File: config.mk
export PLATFORM = sky130hd
export DESIGN_NAME = instruction_fetch
export DESIGN_NICKNAME = d
export VERILOG_FILES = /design/src/rtl/mips_pkg.sv /design/src/rtl/if_id_reg.sv /design/src/rtl/instruction_fetch.sv
export SDC_FILE = /design/constraint.sdc
export NUM_CORES = 1
export LEC_CHECK = 0
export ABC_AREA = 1
export BUFFER_PORTS_ARGS = -buffer_cell sky130_fd_sc_hd__buf_4
export CAP_MARGIN = 20
export CORE_UTILIZATION = 55
export CTS_CLUSTER_DIAMETER = 100
export CTS_CLUSTER_SIZE = 40
export DETAILED_ROUTE_END_ITERATION = 12
export PLACE_DENSITY = 0.85
export SYNTH_ARGS = -nofsm -noshare
export SYNTH_HDL_FRONTEND = slang
export SYNTH_SLANG_ARGS = --single-unit
File: constraint.sdc
create_clock -name clk -period 10.9 [get_ports clk]
set_input_delay 1.635 -clock clk [delete_from_list [all_inputs] [get_ports clk]]
set_output_delay 1.635 -clock clk [all_outputs]
set_load 0.1 [all_outputs]
File: src/rtl/mips_pkg.sv
// Shared fetch-stage definitions: NOP encoding, fetch FSM states, default memory span
// and the PC legality rule used by the fetch stage.
package mips_pkg;

    localparam logic [31:0] NOP = 32'h0000_0000;
    localparam int unsigned IMEM_BYTES_DEFAULT = 128;

    typedef enum logic [1:0] {
        StBoot  = 2'd0,
        StRun   = 2'd1,
        StFault = 2'd2
    } fetch_state_e;

    // A PC is fetchable when word aligned and the whole word lies inside memory.
    function automatic logic pc_is_legal(input logic [31:0] pc, input logic [31:0] last_pc);
        return (pc[1:0] == 2'b00) && (pc <= last_pc);
    endfunction

endpackage

File: src/rtl/if_id_reg.sv
// IF/ID pipeline register. Squash has priority over load and inserts a NOP bubble;
// with neither asserted the register holds.
module if_id_reg
    import mips_pkg::*;
(
    input  logic        clk,
    input  logic        rst,
    input  logic        load_i,
    input  logic        squash_i,
    input  logic [31:0] instr_i,
    input  logic [31:0] pc_plus4_i,
    output logic [31:0] instr_o,
    output logic [31:0] pc_plus4_o,
    output logic        valid_o
);

    logic [31:0] instr_q;
    logic [31:0] pc_plus4_q;
    logic        valid_q;

    always_ff @(posedge clk or posedge rst) begin
        if (rst) begin
            instr_q    <= NOP;
            pc_plus4_q <= 32'h0000_0000;
            valid_q    <= 1'b0;
        end else if (squash_i) begin
            instr_q <= NOP;
            valid_q <= 1'b0;
        end else if (load_i) begin
            instr_q    <= instr_i;
            pc_plus4_q <= pc_plus4_i;
            valid_q    <= 1'b1;
        end
    end

    assign instr_o    = instr_q;
    assign pc_plus4_o = pc_plus4_q;
    assign valid_o    = valid_q;

endmodule

File: src/rtl/instruction_fetch.sv
// Instruction fetch stage: PC, BOOT/RUN/FAULT control, delivered-instruction counter,
// and the IF/ID register fed straight from the combinational instruction memory.
module instruction_fetch
    import mips_pkg::*;
#(
    parameter logic [31:0] RESET_PC   = 32'h0000_0000,
    parameter int unsigned IMEM_BYTES = IMEM_BYTES_DEFAULT
) (
    input  logic        clk,
    input  logic        rst,
    input  logic        stall_i,
    input  logic        branch_taken_i,
    input  logic [31:0] branch_target_i,
    output logic [31:0] imem_addr_o,
    input  logic [31:0] imem_data_i,
    output logic [31:0] if_id_instr_o,
    output logic [31:0] if_id_pc_plus4_o,
    output logic        if_id_valid_o,
    output logic        fault_o,
    output logic [15:0] fetch_count_o
);

    localparam logic [31:0] LastPc = 32'(IMEM_BYTES - 4);

    fetch_state_e state_q, state_d;
    logic [31:0]  pc_q, pc_d;
    logic [15:0]  count_q, count_d;
    logic [31:0]  pc_plus4;
    logic         pc_legal;
    logic         ifid_load;
    logic         ifid_squash;

    assign pc_plus4 = pc_q + 32'd4;
    assign pc_legal = pc_is_legal(pc_q, LastPc);

    // State register
    always_ff @(posedge clk or posedge rst) begin
        if (rst) begin
            state_q <= StBoot;
        end else begin
            state_q <= state_d;
        end
    end

    // Next-state logic
    always_comb begin
        state_d = state_q;
        unique case (state_q)
            StBoot: begin
                state_d = pc_is_legal(RESET_PC, LastPc) ? StRun : StFault;
            end
            StRun: begin
                if (!branch_taken_i && !stall_i && !pc_legal) begin
                    state_d = StFault;
                end
            end
            StFault: begin
                state_d = StFault;
            end
            default: begin
                state_d = StFault;
            end
        endcase
    end

    // Output / datapath control
    always_comb begin
        pc_d        = pc_q;
        count_d     = count_q;
        ifid_load   = 1'b0;
        ifid_squash = 1'b0;
        unique case (state_q)
            StRun: begin
                if (branch_taken_i) begin
                    pc_d        = branch_target_i;
                    ifid_squash = 1'b1;
                end else if (stall_i) begin
                    // Everything holds.
                end else if (!pc_legal) begin
                    ifid_squash = 1'b1;
                end else begin
                    pc_d      = pc_plus4;
                    ifid_load = 1'b1;
                    if (count_q != 16'hFFFF) begin
                        count_d = count_q + 16'd1;
                    end
                end
            end
            default: begin
                ifid_squash = 1'b1;
            end
        endcase
    end

    always_ff @(posedge clk or posedge rst) begin
        if (rst) begin
            pc_q    <= RESET_PC;
            count_q <= 16'h0000;
        end else begin
            pc_q    <= pc_d;
            count_q <= count_d;
        end
    end

    if_id_reg u_if_id_reg (
        .clk        (clk),
        .rst        (rst),
        .load_i     (ifid_load),
        .squash_i   (ifid_squash),
        .instr_i    (imem_data_i),
        .pc_plus4_i (pc_plus4),
        .instr_o    (if_id_instr_o),
        .pc_plus4_o (if_id_pc_plus4_o),
        .valid_o    (if_id_valid_o)
    );

    assign imem_addr_o   = pc_q;
    assign fault_o       = (state_q == StFault);
    assign fetch_count_o = count_q;

endmodule

==> reports/qor.tcl <==
set qor(worstSetupPathType) {input pin to flip-flop}
set qor(antenna_found_initial) 0
set qor(fin_util) 0.7800
set qor(min_period_ns) 3.508
set qor(port_buffers) 181
set qor(routed_wire_length_per_instance_microns) 13.80
set qor(p_comb_frac) 0.107
set qor(netlist.top_cell.by_area) {sky130_fd_sc_hd__dfrtp_1}
set qor(globalRoute.totalOverflow) 0
set qor(sequential_cell_area_sq_um) 2878
set qor(syn_nets) 841
set qor(clock.fmax_ghz) 0.2851
set qor(total_leakage_power_nw) 4.408
set qor(initial_core_utilization) 0.5764
set qor(min-delay-path-class) {flip-flop to flip-flop}
set qor(fp.dieArea_sq_um) 10850
set qor(clockBufferDepth) 2
set qor(post-synth-top-area-fraction) 0.5015
set qor(timing.critical_path.max_delay_family) {buffers and inverters}
set qor(grt_start_max_net_pins) 61
set qor(synth-seq-area-share) 0.5015
set qor(slowest_stage) {sky130_fd_sc_hd__inv_1}
set qor(cp_data_required_time_ns) 11.35
set qor(final_nets) 1015
set qor(cpPeakStageDelay_ns) 0.69
set qor(core_area_sq_um) 9955
set qor(power.ir.vdd_worst_mv) 0.09122
set qor(yosys.cell_types.count) 29
set qor(timing.max_cap.violations) 0
set qor(cts_setup_buffers) 0
set qor(postSynthAreaPerCell_sq_um) 7.442
set qor(finalCritPeriodShare) 0.3218
set qor(netSwitchingFraction) 0.2625
set qor(design.portCount) 182
set qor(syn_area_sq_um) 5738
set qor(drc) 0
set qor(data_arrival_time_of_the_worst_path_ns) 3.96
set qor(sequentialPowerShare) 0.383
set qor(antenna_cells_inserted) 0
set qor(die_y_microns) 104.1
set qor(fillerInstances) 725
set qor(cellPowerDensity_nw_per_um2) 149.8
set qor(postCtsResizedCells) 0
set qor(cell_chain_critical_path) {buf_4, inv_1, nor2_1, inv_1, nand2_4, inv_2, nand2_1, nand2_1}
set qor(final_layout_size_suffix_gt1_frac) 0.2443
set qor(synth-warning-count) 0
set qor(area_growth_syn_to_layout_pct) 35.32
set qor(slew_violations) 0
set qor(latest_clock_arrival_within_the_worst_skew_pair_ns) 0.51
set qor(setup_viol) 0
set qor(switching_power_w) 0.0003053
set qor(clockRootBuffer) {sky130_fd_sc_hd__clkbuf_8}
set qor(cell_types_occupying_the_most_area_after_synthesis) {sky130_fd_sc_hd__dfrtp_1 (50%), sky130_fd_sc_hd__nand2_1 (22%), sky130_fd_sc_hd__nand3_1 (6.4%), sky130_fd_sc_hd__inv_1 (4.6%), sky130_fd_sc_hd__nor2_1 (4.6%)}
set qor(floorplan.rows) 36
set qor(via_count) 5531
set qor(wire_length_of_the_first_global_routing_pass_microns) 25230
set qor(tritoncts) {built}
set qor(setup-tns-final_ns) 0
set qor(drt_pass1_iterations) 5
set qor(detail_route.wirelength_microns) 15050
set qor(fin_ws_ns) 7.392
set qor(critPathMaxFanout) 37
set qor(worst_slew_pin_slew_ns) 0.9758
set qor(route.detailed.vias_per_inst) 5.070
set qor(slew_headroom) 0.3454
set qor(synthCells) 771
set qor(cts_sinks) 115
set qor(ctsHtreeMaxLevel) 4
set qor(total_area_of_multi_input_combinational_cells_sq_um) 2429
set qor(die-width_microns) 104.1
set qor(grt_setup_unrepaired) {false}
set qor(cts_buffers) 17
set qor(status) {finished, final reports clean}
set qor(hold_violations) 0
set qor(power_total_w) 0.001163
set qor(detailedRoute.firstIterationViolations) 377
set qor(finClkSkew_ns) 0.009055
set qor(crit_path_start_kind) {input pin}
set qor(hpwl_microns) 10370
set qor(globalRouteTotalUtil) 0.2913
set qor(cts-hold-fix-buffers) 0
set qor(cts.reportedPaths.clkPinSlew_ns) 0.06
set qor(p_clk_frac) 0.510
set qor(placement_stage_worst_setup_slack_ns) 6.930
set qor(cellInternalPower_w) 0.0008576
set qor(synth_seq_cells) 115
set qor(grt_pass1_vias) 5312
set qor(routabilityCongestion) 0.8717
set qor(final_antenna_net_count) 0
set qor(crit_buf_inv) 4
set qor(worst_hold_slack_ns) 0.4643
set qor(setup.worst_path.end_class) {flip-flop}
==> routing by layer <==
| layer | global-route usage | share of wire | vias up |
|---|---|---|---|
| met5 | 0 | 0 | - |
| met4 | 0.08980 | 0.017 | 0 |
| met3 | 0.06704 | 0.069 | 35 |
| met2 | 0.4929 | 0.49 | 244 |
| met1 | 0.3719 | 0.42 | 2546 |
| li1 | - | - | 2706 |
==> logic make-up (layout without fill, tap and decap cells) <==
group | Yosys count | after routing | synth area share
AO/OA/AOI/OAI | 14 | 14 | 0.01265
XOR/XNOR | 20 | 20 | 0.03053
adder cells (fa/ha/maj) | 2 | 2 | 0.004360
buffers and inverters | 102 | 289 | 0.07566
flip-flops | 115 | 115 | 0.5015
AND/OR/NAND/NOR | 518 | 518 | 0.3753
==> cell type report <==
type / instances / share of cell area
inverter: 74 / 0.03626
timing repair buffer: 183 / 0.1769
clock inverter: 13 / 0.02514
sequential: 115 / 0.3706
clock buffer: 19 / 0.05688
multi-input combinational: 554 / 0.3128
tap: 133 / 0.02143
==> worst register-to-register path: stages (launching register included) <==
cell and delay, ns:
sky130_fd_sc_hd__dfrtp_1 0.46, sky130_fd_sc_hd__nor2_1 0.13, sky130_fd_sc_hd__nand2_1 0.08, sky130_fd_sc_hd__nor2_1 0.14, sky130_fd_sc_hd__nand2_1 0.11, sky130_fd_sc_hd__nor2_4 0.23, sky130_fd_sc_hd__nand3_4 0.38, sky130_fd_sc_hd__clkinv_2 0.56
sky130_fd_sc_hd__nand2_1 0.12, sky130_fd_sc_hd__nand2_1 0.09
==> registers in the layout (all words and copies together), names as in the netlist <==
name / flops
imem_addr_o: 32
fetch_count_o: 16
u_if_id_reg.instr_o: 32
u_if_id_reg.valid_o: 1
u_if_id_reg.pc_plus4_o: 32
state_q: 2
==> cells in the final DEF, fill, tap and decap left out, types with 4 or more instances in the layout <==
cell                          n
sky130_fd_sc_hd__nor3_1       6
sky130_fd_sc_hd__nand3b_1    10
sky130_fd_sc_hd__buf_4      183
sky130_fd_sc_hd__dfrtp_1    115
sky130_fd_sc_hd__inv_6        4
sky130_fd_sc_hd__nor2_1      70
sky130_fd_sc_hd__xor2_1      16
sky130_fd_sc_hd__nand3_1     73
sky130_fd_sc_hd__clkbuf_16   16
sky130_fd_sc_hd__bufinv_16    4
sky130_fd_sc_hd__xnor2_1      4
sky130_fd_sc_hd__inv_1       70
sky130_fd_sc_hd__or2_2        8
sky130_fd_sc_hd__nand2_1    340
sky130_fd_sc_hd__o21ai_0     10
sky130_fd_sc_hd__clkinv_4     4
==> power by group through the flow <==
stage | combinational, W | sequential (W) | clock, W
floorplan | 0.0000371 | 0.000499 | 0
global placement | 0.000123 | 0.000452 | 0
detailed placement | 0.000125 | 0.000453 | 0
CTS | 0.000126 | 0.000445 | 0.000597
global route | 0.000134 | 0.000446 | 0.000620
finish | 0.000125 | 0.000445 | 0.000593
==> final timing paths <==
path | start | end | slack, ns | depth (start not counted)
min | u_if_id_reg.pc_plus4_o[22] | u_if_id_reg.pc_plus4_o[22] | 0.46 | 2
min in group asynchronous | rst | u_if_id_reg.pc_plus4_o[15] | 1.23 | 2
min reg2reg | u_if_id_reg.pc_plus4_o[22] | u_if_id_reg.pc_plus4_o[22] | 0.46 | 2
max reg2reg | imem_addr_o[9] | u_if_id_reg.instr_o[8] | 8.53 | 9
max | branch_taken_i | imem_addr_o[24] | 7.39 | 8
max in group asynchronous | rst | u_if_id_reg.instr_o[0] | 8.49 | 3
==> stage by stage <==
| stage | instances | cell area, sq um |
|---|---|---|
| 6_report | 1091 | 7765 |
| 5_1_grt | 1091 | 7765 |
| 4_1_cts | 1091 | 7765 |
| 3_5_place_dp | 1059 | 7128 |
| 3_3_place_gp | 1059 | 7128 |
| 2_1_floorplan | 771 | 5738 |
==> Yosys cell counts (all sizes together) <==
| library cell | count |
|---|---|
| clkinv | 2 |
| xnor2 | 4 |
| nand4 | 4 |
| nor2 | 74 |
| clkbuf | 12 |
| or2 | 8 |
| xor2 | 16 |
| nand3 | 74 |
| nor3 | 6 |
| inv | 72 |
| buf | 16 |
| nand2 | 342 |
| nand3b | 10 |
| o21ai | 13 |
| o21bai | 1 |
| ha | 2 |
| dfrtp | 115 |
No activity file was read; power rests on OpenSTA's default activity.
